File: config.mk
export PLATFORM = sky130hd
export DESIGN_NAME = counter_sequencer
export DESIGN_NICKNAME = d
export VERILOG_FILES = /design/src/rtl/counter_sequencer_pkg.sv /design/src/rtl/tick_prescaler.sv /design/src/rtl/counter_sequencer.sv
export SDC_FILE = /design/constraint.sdc
export NUM_CORES = 1
export LEC_CHECK = 0
export CORE_UTILIZATION = 45
export CTS_BUF_LIST = sky130_fd_sc_hd__clkbuf_4
export DETAILED_ROUTE_END_ITERATION = 8
export PLACE_DENSITY = 0.75
export SLEW_MARGIN = 0
export SYNTH_ARGS = -nofsm -noshare
export SYNTH_HDL_FRONTEND = slang
export SYNTH_SLANG_ARGS = --single-unit
File: constraint.sdc
create_clock -name clk -period 1.8 [get_ports clk]
set_input_delay 0.18 -clock clk [delete_from_list [all_inputs] [get_ports clk]]
set_output_delay 0.18 -clock clk [all_outputs]
set_load 0.01 [all_outputs]
File: src/rtl/counter_sequencer_pkg.sv
// Shared types and widths for the command-driven counter sequencer.
package counter_sequencer_pkg;

    localparam int unsigned PRESC_W = 8;
    localparam int unsigned OP_W    = 3;
    localparam int unsigned ARG_W   = 8;

    typedef enum logic [OP_W-1:0] {
        OP_NOP     = 3'd0,
        OP_STOP    = 3'd1,
        OP_RUN     = 3'd2,
        OP_LOAD    = 3'd3,
        OP_TARGET  = 3'd4,
        OP_STEP    = 3'd5,
        OP_SET_DIV = 3'd6,
        OP_CLEAR   = 3'd7
    } op_e;

    typedef enum logic [1:0] {
        ST_IDLE   = 2'd0,
        ST_RUN    = 2'd1,
        ST_TARGET = 2'd2
    } state_e;

endpackage

File: src/rtl/tick_prescaler.sv
// Programmable rate divider: tick is high in the cycle where presc == div.
module tick_prescaler
    import counter_sequencer_pkg::*;
(
    input  logic               clk,
    input  logic               rst_n,
    input  logic               clear,
    input  logic               div_we,
    input  logic [PRESC_W-1:0] div_in,
    output logic               tick
);

    logic [PRESC_W-1:0] r_presc;
    logic [PRESC_W-1:0] r_div;

    assign tick = (r_presc == r_div);

    // A divider write also restarts the phase so the new rate starts clean.
    always_ff @(posedge clk or negedge rst_n) begin
        if (!rst_n) begin
            r_presc <= '0;
            r_div   <= '0;
        end else begin
            if (div_we) begin
                r_div <= div_in;
            end
            if (clear || div_we || tick) begin
                r_presc <= '0;
            end else begin
                r_presc <= r_presc + PRESC_W'(1);
            end
        end
    end

endmodule

File: src/rtl/counter_sequencer.sv
// Command-driven up-counter with prescaled RUN/TARGET modes and done/wrap pulses.
module counter_sequencer
    import counter_sequencer_pkg::*;
#(
    parameter int unsigned WIDTH = 4
) (
    input  logic             clk,
    input  logic             rst_n,
    input  logic             cmd_valid,
    output logic             cmd_ready,
    input  logic [OP_W-1:0]  cmd_op,
    input  logic [ARG_W-1:0] cmd_arg,
    output logic [WIDTH-1:0] count,
    output logic             busy,
    output logic             done,
    output logic             wrap
);

    state_e             r_state;
    logic [WIDTH-1:0]   r_count;
    logic [WIDTH-1:0]   r_tgt;
    logic               r_done;
    logic               r_wrap;

    state_e             w_state_nxt;
    logic [WIDTH-1:0]   w_count_nxt;
    logic [WIDTH-1:0]   w_tgt_nxt;
    logic               w_done_nxt;
    logic               w_wrap_nxt;
    logic               w_presc_clr;
    logic               w_div_we;
    logic [PRESC_W-1:0] w_div_in;
    logic               w_tick;
    logic               w_accept;
    op_e                w_op;
    logic [WIDTH-1:0]   w_count_inc;
    logic [WIDTH-1:0]   w_arg;
    logic               w_all_ones;

    assign cmd_ready   = (r_state != ST_TARGET);
    assign busy        = (r_state != ST_IDLE);
    assign count       = r_count;
    assign done        = r_done;
    assign wrap        = r_wrap;

    assign w_accept    = cmd_valid && cmd_ready;
    assign w_op        = op_e'(cmd_op);
    assign w_arg       = cmd_arg[WIDTH-1:0];
    assign w_count_inc = r_count + WIDTH'(1);
    assign w_all_ones  = &r_count;

    tick_prescaler u_presc (
        .clk    (clk),
        .rst_n  (rst_n),
        .clear  (w_presc_clr),
        .div_we (w_div_we),
        .div_in (w_div_in),
        .tick   (w_tick)
    );

    // Next-state and datapath; an accepted non-NOP command owns this edge.
    always_comb begin
        w_state_nxt = r_state;
        w_count_nxt = r_count;
        w_tgt_nxt   = r_tgt;
        w_done_nxt  = 1'b0;
        w_wrap_nxt  = 1'b0;
        w_presc_clr = 1'b0;
        w_div_we    = 1'b0;
        w_div_in    = cmd_arg;

        if (w_accept && (w_op != OP_NOP)) begin
            case (w_op)
                OP_STOP: begin
                    w_state_nxt = ST_IDLE;
                end
                OP_RUN: begin
                    w_state_nxt = ST_RUN;
                    w_presc_clr = 1'b1;
                end
                OP_LOAD: begin
                    w_count_nxt = w_arg;
                    w_presc_clr = 1'b1;
                end
                OP_TARGET: begin
                    w_tgt_nxt   = w_arg;
                    w_state_nxt = ST_TARGET;
                    w_presc_clr = 1'b1;
                end
                OP_STEP: begin
                    w_count_nxt = w_count_inc;
                    w_wrap_nxt  = w_all_ones;
                    w_state_nxt = ST_IDLE;
                end
                OP_SET_DIV: begin
                    w_div_we = 1'b1;
                end
                OP_CLEAR: begin
                    w_count_nxt = '0;
                    w_div_we    = 1'b1;
                    w_div_in    = '0;
                    w_state_nxt = ST_IDLE;
                end
                default: begin
                end
            endcase
        end else begin
            case (r_state)
                ST_RUN: begin
                    if (w_tick) begin
                        w_count_nxt = w_count_inc;
                        w_wrap_nxt  = w_all_ones;
                    end
                end
                ST_TARGET: begin
                    // Target already reached at acceptance: finish without counting.
                    if (r_count == r_tgt) begin
                        w_state_nxt = ST_IDLE;
                        w_done_nxt  = 1'b1;
                    end else if (w_tick) begin
                        w_count_nxt = w_count_inc;
                        w_wrap_nxt  = w_all_ones;
                        if (w_count_inc == r_tgt) begin
                            w_state_nxt = ST_IDLE;
                            w_done_nxt  = 1'b1;
                        end
                    end
                end
                default: begin
                end
            endcase
        end
    end

    always_ff @(posedge clk or negedge rst_n) begin
        if (!rst_n) begin
            r_state <= ST_IDLE;
            r_count <= '0;
            r_tgt   <= '0;
            r_done  <= 1'b0;
            r_wrap  <= 1'b0;
        end else begin
            r_state <= w_state_nxt;
            r_count <= w_count_nxt;
            r_tgt   <= w_tgt_nxt;
            r_done  <= w_done_nxt;
            r_wrap  <= w_wrap_nxt;
        end
    end

endmodule

Word level (Yosys, flattened, before mapping)
Index checks and enable logic that the tools add are counted.

word-level totals
  logic and storage cells = 70
  output and inout port bits = 8
  input bits = 14
  register bits = 28

cells by class
  equal/unequal tests = 16
  $add $sub $neg = 2
  reductions and logical operators = 17
  muxes and demuxes = 28

operators with widths
  cell                                                   number
  2-to-1 mux 8 bit                                       3
  2-to-1 mux 1 bit                                       13
  == test 3 bit, second input constant                   4
  2-to-1 mux 4 bit                                       3
  case mux 4 bit (3 select lines)                        1
  nonzero test 3 bit                                     4
  2-to-1 mux 2 bit                                       5
  adder 8 x 1 -> 8 bit, second input constant            1
  == test 4 bit                                          2
  == test 8 bit                                          1
  case mux 4 bit (2 select lines)                        1
  AND reduction 4 bit                                    2
  == test 3 x 2 -> 1 bit, second input constant          2
  case mux 2 bit (3 select lines)                        1
  OR reduction 3 bit                                     2
  adder 4 x 1 -> 4 bit, second input constant            1
  inequality test 4 x 1 -> 1 bit, second input constant  1
  inequality test 4 x 2 -> 1 bit, second input constant  1
  nonzero test 2 bit                                     2
  == test 3 x 1 -> 1 bit, second input constant          1
  inequality test 3 bit, second input constant           1
  AND reduction 3 bit                                    1
  == test 2 x 1 -> 1 bit, second input constant          1
  == test 2 bit, second input constant                   1
  other kinds (6)                                        8

Depth between registers and ports, before layout
Gate-level depths: netlist of run 1.

  depth after elaboration = 7
  gate-level depth with buffers = 7
  mapped depth without buffers = 7

Cells and area by module
Synthesis of run 1 repeated with hierarchy kept, for this count alone.

unflattened totals
  cell total of the unflattened synthesis = 157
  area total of the unflattened synthesis = 1687.9 µm²

by module, submodules not included
  module             cells each  area an instance (µm²)  sequential area each (µm²)  instances
  counter_sequencer  93          908.4                   300.3                       1
  tick_prescaler     64          779.5                   400.4                       1

Worst setup path before layout of run 1
OpenSTA, ideal clock, no wires.

  path type = flip-flop to flip-flop
  start = register r_count[2], in the netlist count[2]
  end = register r_count[0], in the netlist count[0]
  setup slack = 0.103 ns
  data arrival time = 1.572 ns
  path buffers = 0
  clock period less this slack = 1.697 ns
  library setup time = 0.125 ns
  required time = 1.675 ns
  stages on the path, launching flop included = 6
  path through = dfrtp_1 -> xor2_2 -> nor4_4 -> a32oi_4 -> nand2_4 -> mux2_4

on the way
  word-level cells in the longest chain between the ends = 3

ends and longest elaborated chain
  what                             line                      RTL
  start: declaration               counter_sequencer.sv:20   logic [WIDTH-1:0] r_count;
  start signal: assignment         counter_sequencer.sv:144  r_count <= w_count_nxt;
  == test 4 bit                    counter_sequencer.sv:117  if (r_count == r_tgt) begin
  inequality test 3 bit (no line)  --
  AND reduction 3 bit (no line)    --

Every way passes these cells.
A chain may end at the register's enable or synchronous reset.

Worst setup path in the final report of run 1
  start = register r_state[1]
  end = output cmd_ready

on the way
  word-level cells in the longest chain between the ends = 1

ends and longest elaborated chain
  what                      line                      RTL
  start: declaration        counter_sequencer.sv:19   state_e r_state;
  start signal: assignment  counter_sequencer.sv:143  r_state <= w_state_nxt;
  inequality test 2 bit     counter_sequencer.sv:40   assign cmd_ready = (r_state != ST_TARGET);
  end: declaration          counter_sequencer.sv:10   output logic cmd_ready,

Every way passes these cells.

==> flow_metrics.env, run 1 <==
export IMPL_cp_num_buf_inv=4
export IMPL_fin_nets=242
export IMPL_area_growth_pct=33.7
export IMPL_num_io_pins=22
export IMPL_netlist_instances=172
export IMPL_dp_hpwl_um=2910
export IMPL_async_reset_ff_share_pct=100
export IMPL_reg2reg_depth=6
export IMPL_remaining_drc_errors=0
export IMPL_clk_path_buf_depth=2
export IMPL_core_sq_um=3470
export IMPL_synth_compound_area_share_pct=15.6
export IMPL_power_total_mw=3.40
export IMPL_fin_util_pct=64.9
export IMPL_syn_area_per_cell_sq_um=9.79
export IMPL_p_leak_nw=0.985
export IMPL_crit_family="buffers and inverters"
export IMPL_hold_class="in -> async"
export IMPL_yosys_area_share_adder_pct=3.71
export IMPL_numClockSinks=28
export IMPL_cap_violations=0
export IMPL_drt_total_wl_um=3970
export IMPL_drt_iter0_drc=41
export IMPL_maxSlewHeadroom_pct=76.5
export IMPL_die_width_um=63.2
export IMPL_cts_max_level=1
export IMPL_ant_nets=0
export IMPL_arrival_ps=1520
export IMPL_fin_area_sq_um=2250
export IMPL_synth_nets=191
export IMPL_outcome="complete, no violations"
export IMPL_final_hold_viol_count=0
export IMPL_seq_area_frac_synth_pct=41.6
export IMPL_min_period_ps=1700
export IMPL_overflow=0
export IMPL_rows=21
export IMPL_final_cell_mix="buf_4, dfrtp_1, clkdlybuf4s50_1, nand2_1"
export IMPL_synth_top_family_by_area="simple AND/OR/NAND/NOR gates"
export IMPL_max_vdd_ir_drop_mv=1.23
export IMPL_period_share_pct=94.6
export IMPL_tightest_slew_ps=352
export IMPL_skew_ps=8.35
export IMPL_dieArea_sq_um=3990
export IMPL_firstDrtPassIters=4
export IMPL_timing_critical_path_mode_cell="buf_4"
export IMPL_synth_simple_area_share_pct=20.2
export IMPL_tritoncts="done"
export IMPL_cpMaxStageDelayCell="dfrtp_1"
export IMPL_synthMuxAreaShare_pct=3.57
export IMPL_clkTransAtPathRegs_ps=160
export IMPL_antenna_found_initial=0
export IMPL_crit_chain="buf_4 > ha_4 > buf_4 > inv_1 > clkdlybuf4s15_1"
export IMPL_drive_gt1_share_pct=23.9
export IMPL_synthXorXnorAreaFrac_pct=11.9
export IMPL_crit_fanout=5
export IMPL_syn_cell_area_sq_um=1680
export IMPL_portBuffers=21
export IMPL_antenna_cells_inserted=0
export IMPL_die_h_um=63.2
export IMPL_crit_type="reg -> out"
export IMPL_finalMaxSlewViolations=0
export IMPL_ys_seq_elements=28
export IMPL_crit_path_start="r_state[1]$_DFFE_PN0P_"
export IMPL_viasPerCell=5.28
export IMPL_place_area_sq_um=2130
export IMPL_avgRoutedWirePerCell_um=14.8
export IMPL_clock_latency_ps=330
export IMPL_crit_path_end_kind="output pin"
export IMPL_critical_path_depth=5
export IMPL_r2r_slack_ps=100
export IMPL_r2r_end="wrap$_DFF_PN0_"
export IMPL_initial_core_util_pct=48.6
export IMPL_grt_pass1_vias=1487
export IMPL_grt_usage_pct=21.9
export IMPL_setup_viol=0
export IMPL_p_per_area_nw_per_um2=1510
export IMPL_grt_pass1_wl_um=6780
export IMPL_slowest_delay_ps=430
export IMPL_numCtsBuffers=3
export IMPL_fmax_ghz=0.587
export IMPL_vias=1415
export IMPL_grt_max_degree=29
export IMPL_synth_cell_types=41
export IMPL_globalplace_congestion=0.872
export IMPL_yosys_warnings=0
export IMPL_synth_enable_flop_cells=0
export IMPL_rr_startpoint="count[0]$_DFFE_PN0P_"
export IMPL_required_ps=1620
export IMPL_cp_start_kind="flop"
export IMPL_endpoint="cmd_ready"
export IMPL_ys_flop_type="dfrtp_1"
export IMPL_root_buffer="clkbuf_4"
export IMPL_layout_commonest_cell="buf_4"
## cells by family after synthesis
family,Yosys count
multiplexers,5
XOR/XNOR,22
adder cells (fa/ha/maj),5
AO/OA/AOI/OAI,38
AND/OR/NAND/NOR,62
buffers and inverters,12
flip-flops,28
## state kept, by name, summed over array words and instances, names as in the netlist
signal,count
u_presc.r_div,8
u_presc.r_presc,8
count,4
r_tgt,4
r_state,2
done,1
wrap,1
## layout make-up
cell class,instances,area (sq um)
Clock buffer,3,22.5
Clock inverter,1,30.0
Fill cell,280,1220
Inverter,7,26.3
Multi-Input combinational cell,132,975
Sequential cell,28,702
Tap cell,46,57.6
Timing Repair Buffer,51,438
## worst min-delay path by stage
stage | start | end | slack (ps) | cells after the start
2_1_floorplan | rst_n | count[0]$_DFFE_PN0P_ | -120 | 0
3_3_place_gp | u_presc.r_div[7]$_DFFE_PN0P_ | u_presc.r_div[7]$_DFFE_PN0P_ | 490 | 2
3_5_place_dp | u_presc.r_div[5]$_DFFE_PN0P_ | u_presc.r_div[5]$_DFFE_PN0P_ | 500 | 2
4_1_cts | rst_n | done$_DFF_PN0_ | 230 | 2
5_1_grt | rst_n | u_presc.r_presc[2]$_DFF_PN0_ | 230 | 2
6_report | rst_n | done$_DFF_PN0_ | 210 | 2
## what timing repair did
item,CTS,global route
pin swaps,0,2
hold buffers,0,0
setup buffers,2,0
endpoints found under the setup margin,2,10
resized for setup,2,10
## power breakdown
group | switching (mW) | internal, mW
logic | 0.945 | 0.994
clock network | 0.191 | 0.225
registers | 0.211 | 0.835
## layer usage
layer  part of all wire, %  global-route usage, %
met1                    44                   27.5
met2                    52                   37.2
met3                   2.1                   2.90
met4                   1.8                   9.94
met5                     0                      0
## synthesized netlist by cell type, types with 2 or more instances
master | count | area (sq um)
ha_1 | 5 | 62.6
nor2_1 | 12 | 45.0
dfrtp_1 | 28 | 701
xnor2_1 | 11 | 96.3
o22ai_1 | 2 | 12.5
a22oi_1 | 2 | 15.0
a21oi_1 | 6 | 30.0
nor2b_1 | 3 | 18.8
nand3_1 | 9 | 45.0
nand2b_1 | 9 | 56.3
o21ai_0 | 13 | 65.1
xor2_1 | 10 | 87.6
a31oi_1 | 2 | 12.5
a2bb2oi_1 | 2 | 17.5
mux2_2 | 4 | 45.0
o2bb2ai_1 | 2 | 17.5
and3_1 | 3 | 18.8
inv_1 | 7 | 26.3
clkbuf_1 | 2 | 7.51
nand4_1 | 2 | 12.5
nand2_1 | 17 | 63.8
o211ai_1 | 2 | 15.0
## stage by stage
stage          hold slack (ps)  instances  TNS, ps  setup slack, ps
2_1_floorplan             -116        172        0              103
3_3_place_gp               489        262    -8.54            -5.61
3_5_place_dp               501        262     -260            -69.1
4_1_cts                    230        268        0             30.8
5_1_grt                    232        268    -26.5            -26.5
6_report                   212        268        0             96.9
No activity file was read; power rests on OpenSTA's default activity.
==> inputs of run 2 (changes only) <==
- CAP_MARGIN: not set -> 10
- CORE_UTILIZATION: 45 -> 35
- PLACE_DENSITY: 0.75 -> 0.63
==> run 2 against run 1 <==
Compared with the run above:
- the run now ends with DRC left
- worst hold slack worse by 9.1 ps
- setup slack worse by 5.1 ps
- sequential power is 5% lower
- power is 3.2% lower
- critical path type is now reg -> reg
- largest cell class unchanged
- highest routed layer unchanged
==> flow_metrics.env, run 2 (same netlist as run 1, synthesis figures left out) <==
export IMPL_antenna_found_initial=0
export IMPL_fillCellCount=423
export IMPL_clkTransAtPathRegs_ps=160
export IMPL_cts_max_level=1
export IMPL_grt_pass1_vias=1320
export IMPL_viasPerCell=4.94
export IMPL_hold_class="in -> async"
export IMPL_dp_hpwl_um=2850
export IMPL_ant_nets=0
export IMPL_cp_start_kind="flop"
export IMPL_p_switching_mw=1.25
export IMPL_arrival_ps=1950
export IMPL_crit_chain="xor2_2 > nor4_4 > a32oi_4 > nand2_4 > mux2_4"
export IMPL_crit_type="reg -> reg"
export IMPL_fin_area_sq_um=2270
export IMPL_tritoncts="done"
export IMPL_max_vdd_ir_drop_mv=0.892
export IMPL_globalplace_congestion=0.796
export IMPL_setup_viol=0
export IMPL_numClockSinks=28
export IMPL_crit_fanout=4
export IMPL_violations="DRC"
export IMPL_p_int_mw=2.04
export IMPL_clock_power_share_pct=12.8
export IMPL_regArea_sq_um=701
export IMPL_drive_gt1_share_pct=24.1
export IMPL_maxSlewHeadroom_pct=73.1
export IMPL_place_area_sq_um=2200
export IMPL_required_ps=2040
export IMPL_period_share_pct=94.9
export IMPL_cap_violations=0
export IMPL_antenna_cells_inserted=0
export IMPL_p_comb_share_pct=56.8
export IMPL_holdWs_ps=202
export IMPL_layout_commonest_cell="buf_4"
export IMPL_finalMaxSlewViolations=0
export IMPL_skew_ps=2.13
export IMPL_clock_latency_ps=330
export IMPL_outcome="finished, violations left"
export IMPL_die_width_um=71.4
export IMPL_grt_usage_pct=15.8
export IMPL_drt_total_wl_um=3700
export IMPL_crit_family="simple AND/OR/NAND/NOR gates"
export IMPL_dieArea_sq_um=5090
export IMPL_power_total_mw=3.29
export IMPL_rows=24
export IMPL_p_leak_nw=1.01
export IMPL_cp_num_buf_inv=0
export IMPL_vias=1384
export IMPL_root_buffer="clkbuf_4"
export IMPL_place_ws_ps=-117
export IMPL_final_cell_mix="buf_4, dfrtp_1, clkdlybuf4s50_1, nand2_1"
export IMPL_num_io_pins=22
export IMPL_fmax_ghz=0.585
export IMPL_firstDrtPassIters=6
export IMPL_core_sq_um=4470
export IMPL_cpMaxStageDelayCell="dfrtp_1"
export IMPL_timing_final_ws_setup_ps=91.8
export IMPL_die_h_um=71.4
export IMPL_swShare_pct=38.1
export IMPL_initial_core_util_pct=37.6
export IMPL_crit_path_end_kind="flop"
export IMPL_grt_max_degree=29
export IMPL_rsz0062_at_grt="no"
export IMPL_min_period_ps=1710
export IMPL_drt_iter0_drc=68
export IMPL_top_regs="u_presc.r_div x8, u_presc.r_presc x8"
export IMPL_numCtsBuffers=3
export IMPL_sequentialPowerShare_pct=30.4
export IMPL_clk_path_buf_depth=2
export IMPL_p_per_area_nw_per_um2=1450
export IMPL_post_cts_buffers=0
export IMPL_slowest_delay_ps=450
export IMPL_area_growth_pct=34.7
export IMPL_fin_util_pct=50.7
export IMPL_grt_pass1_wl_um=6330
export IMPL_multiInputGateArea_sq_um=946
export IMPL_final_hold_viol_count=0
export IMPL_portBuffers=21
export IMPL_tightest_slew_ps=400
export IMPL_avgRoutedWirePerCell_um=13.2
export IMPL_overflow=0
export IMPL_remaining_drc_errors=1
export IMPL_fin_nets=248
export IMPL_r2r_slack_ps=90
-- run 2: layout make-up --
class,instances,share of cell area [%]
multi-input cells,132,41.7
flip-flops and latches,28,30.9
repair buffers,57,21.1
well taps,52,2.87
clock inverters,1,1.32
inverters,7,1.16
clock buffers,3,0.993
-- run 2: path summary, 6_finish.rpt --
kind | startpoint | endpoint | depth (start not counted)
worst max-delay path | count[2]$_DFFE_PN0P_ | count[0]$_DFFE_PN0P_ | 5
worst min-delay path | rst_n | r_state[0]$_DFFE_PN0P_ | 2
worst max register to register | count[2]$_DFFE_PN0P_ | count[0]$_DFFE_PN0P_ | 5
worst min register to register | u_presc.r_div[3]$_DFFE_PN0P_ | u_presc.r_div[3]$_DFFE_PN0P_ | 2
max in group asynchronous | rst_n | count[1]$_DFFE_PN0P_ | 2
min in group clk | cmd_arg[4] | u_presc.r_div[4]$_DFFE_PN0P_ | 3
-- run 2: routing by layer --
metal	global-route usage, %	wire length [um]	vias up
li1	-	-	709
met1	24.3	1940	644
met2	23.2	1620	27
met3	2.39	113	4
met4	4.00	28	0
met5	0	0	-
-- run 2: timing repair --
action | 4_1_cts | 5_1_grt
setup endpoints to repair | 1 | 5
pin swaps | 0 | 0
gates cloned | 0 | 0
hold buffers | 0 | 0
gates resized for setup | 3 | 3
-- run 2: power by group through the flow --
stage / logic, mW / clock network (mW) / registers, mW
after floorplan: 1.04 / 0 / 1.05
after global placement: 1.82 / 0 / 1.01
after detailed placement: 1.84 / 0 / 1.01
after CTS: 1.84 / 0.440 / 1.00
after global routing: 2.06 / 0.465 / 1.03
final: 1.87 / 0.421 / 1.00
-- run 2: stage by stage --
stage          TNS, ps  instances
3_3_place_gp      -102        276
4_1_cts              0        280
5_1_grt              0        280
3_5_place_dp      -347        276
2_1_floorplan        0        172
6_report             0        280
==> inputs of run 3 (changes only) <==
- CORE_UTILIZATION: 35 -> 45
- PLACE_DENSITY: 0.63 -> 0.75
- clock period: 1.8 -> 2.2 ns (I/O delays scaled with it)
==> run 3 against run 2 <==
Compared with the run above:
- the flow now finishes without violations
- sequential share of layout area rose by 3.7 points
- clock skew rose by 3.6 ps
- final cell count fell by 13%
- power fell by 26%
- clock power fell by 19%
- non-clock buffer count fell by 29
- critical path type is now reg -> out
- highest routed layer unchanged
==> flow_metrics.env, run 3 (same netlist as run 1, synthesis figures left out) <==
export IMPL_outcome="complete, no violations"
export IMPL_final_cell_mix="dfrtp_1, clkdlybuf4s50_1, nand2_1, o21ai_0, nor2_1"
export IMPL_viasPerCell=5.51
export IMPL_crit_fanout=8
export IMPL_area_growth_pct=20.4
export IMPL_grt_pass1_wl_um=6350
export IMPL_arrival_ps=1800
export IMPL_cap_violations=0
export IMPL_num_io_pins=22
export IMPL_placed_cells=241
export IMPL_max_vdd_ir_drop_mv=0.630
export IMPL_endpoint="cmd_ready"
export IMPL_clk_path_buf_depth=2
export IMPL_crit_family="buffers and inverters"
export IMPL_place_ws_ps=156
export IMPL_crit_path_end_kind="output pin"
export IMPL_initial_core_util_pct=48.6
export IMPL_globalplace_congestion=0.810
export IMPL_critical_path_depth=4
export IMPL_period_share_pct=91.7
export IMPL_root_buffer="clkbuf_4"
export IMPL_fmax_ghz=0.496
export IMPL_crit_path_start="r_state[0]$_DFFE_PN0P_"
export IMPL_antenna_found_initial=0
export IMPL_required_ps=1980
export IMPL_layout_commonest_cell="dfrtp_1"
export IMPL_maxSlewHeadroom_pct=68.4
export IMPL_crit_type="reg -> out"
export IMPL_cts_max_level=1
export IMPL_final_hold_viol_count=0
export IMPL_numClockSinks=28
export IMPL_cp_num_buf_inv=3
export IMPL_die_width_um=63.2
export IMPL_postCtsHoldBufs=0
export IMPL_grt_usage_pct=20.2
export IMPL_grt_max_degree=29
export IMPL_remaining_drc_errors=0
export IMPL_r2r_slack_ps=270
export IMPL_tritoncts="done"
export IMPL_tightest_slew_ps=470
export IMPL_finalNonFillerCells=245
export IMPL_skew_ps=5.75
export IMPL_slowest_delay_ps=480
export IMPL_drive_gt1_share_pct=13.1
export IMPL_ant_nets=0
export IMPL_p_per_area_nw_per_um2=1200
export IMPL_finalMaxSlewViolations=0
export IMPL_cpMaxStageDelayCell="clkdlybuf4s50_1"
export IMPL_core_sq_um=3470
export IMPL_numCtsBuffers=3
export IMPL_antenna_cells_inserted=0
export IMPL_drt_iter0_drc=36
export IMPL_rsz0062_at_grt="no"
export IMPL_crit_chain="inv_1 > ha_2 > inv_1 > clkdlybuf4s50_1"
export IMPL_fin_util_pct=58.5
export IMPL_rows=21
export IMPL_p_leak_nw=0.866
export IMPL_avgRoutedWirePerCell_um=15.0
export IMPL_fin_nets=219
export IMPL_grt_pass1_vias=1367
export IMPL_vias=1350
export IMPL_rr_startpoint="r_state[0]$_DFFE_PN0P_"
export IMPL_setup_viol=0
export IMPL_cp_start_kind="flop"
export IMPL_firstDrtPassIters=4
export IMPL_timing_critical_path_mode_cell="inv_1"
export IMPL_r2r_end="r_state[1]$_DFFE_PN0P_"
export IMPL_tns_ps=0
export IMPL_die_h_um=63.2
export IMPL_clkTransAtPathRegs_ps=160
export IMPL_top_regs="u_presc.r_div x8, u_presc.r_presc x8"
export IMPL_dieArea_sq_um=3990
export IMPL_hold_class="in -> async"
export IMPL_reg2reg_depth=6
export IMPL_clock_latency_ps=330
export IMPL_portBuffers=21
export IMPL_min_period_ps=2020
export IMPL_overflow=0
export IMPL_drt_total_wl_um=3670
export IMPL_dp_hpwl_um=2730
export IMPL_timing_final_ws_setup_ps=182
[run 3: changes by cell type in the layout (fill, tap and decap cells not counted), sizes merged]
cell | previous run | this run
buf | 36 | 7
clkdlybuf4s50 | 19 | 21
dlygate4sd2 | 2 | 0
[run 3: power by group]
part | switching [mW] | total (mW) | internal, mW | leakage [nW]
Clock | 0.158 | 0.342 | 0.184 | 0.0279
Sequential | 0.205 | 0.887 | 0.681 | 0.359
Combinational | 0.616 | 1.20 | 0.582 | 0.479
[run 3: per-layer routing]
layer	up-vias	share of wire, %	routed length (um)	GRT usage (%)
met3	7	3.7	136	1.63
met5	-	0	0	0
met2	43	50	1830	34.4
li1	650	-	-	-
met4	0	1.3	48	7.95
met1	650	45	1660	26.4
[run 3: layout make-up]
cell class                 count  area [sq um]
tap                           46          57.6
multi-input combinational    132           928
fill                         301          1440
clock inverter                 1          30.0
clock buffer                   3          22.5
timing repair buffer          28           263
sequential                    28           701
inverter                       7          26.3
[run 3: worst reg2reg max path: stages, from the launching register on]
cell and delay [ps]:
dfrtp_1 460, inv_1 100, ha_2 270, nor2b_1 230, nand3_1 270, a211o_2 390
o22ai_1 130
[run 3: worst min-delay path by stage]
| stage | endpoint | slack, ps |
|---|---|---|
| 5_1_grt | done$_DFF_PN0_ | 260 |
| 3_5_place_dp | u_presc.r_div[3]$_DFFE_PN0P_ | 490 |
| 2_1_floorplan | count[0]$_DFFE_PN0P_ | -80 |
| 3_3_place_gp | u_presc.r_div[7]$_DFFE_PN0P_ | 490 |
| 4_1_cts | u_presc.r_presc[4]$_DFF_PN0_ | 260 |
| 6_report | done$_DFF_PN0_ | 240 |
[run 3: repair_timing]
item / 4_1_cts / 5_1_grt
gates resized for setup: 0 / 1
setup endpoints to repair: 0 / 1
setup buffers: 0 / 0
[run 3: metrics by stage]
step	instance area (sq um)	hold WS, ps	total power [mW]
6_report	2030	245	2.43
5_1_grt	2030	261	2.59
4_1_cts	2030	259	2.42
3_5_place_dp	1970	494	2.07
3_3_place_gp	1970	487	2.02
2_1_floorplan	1680	-75.6	1.71
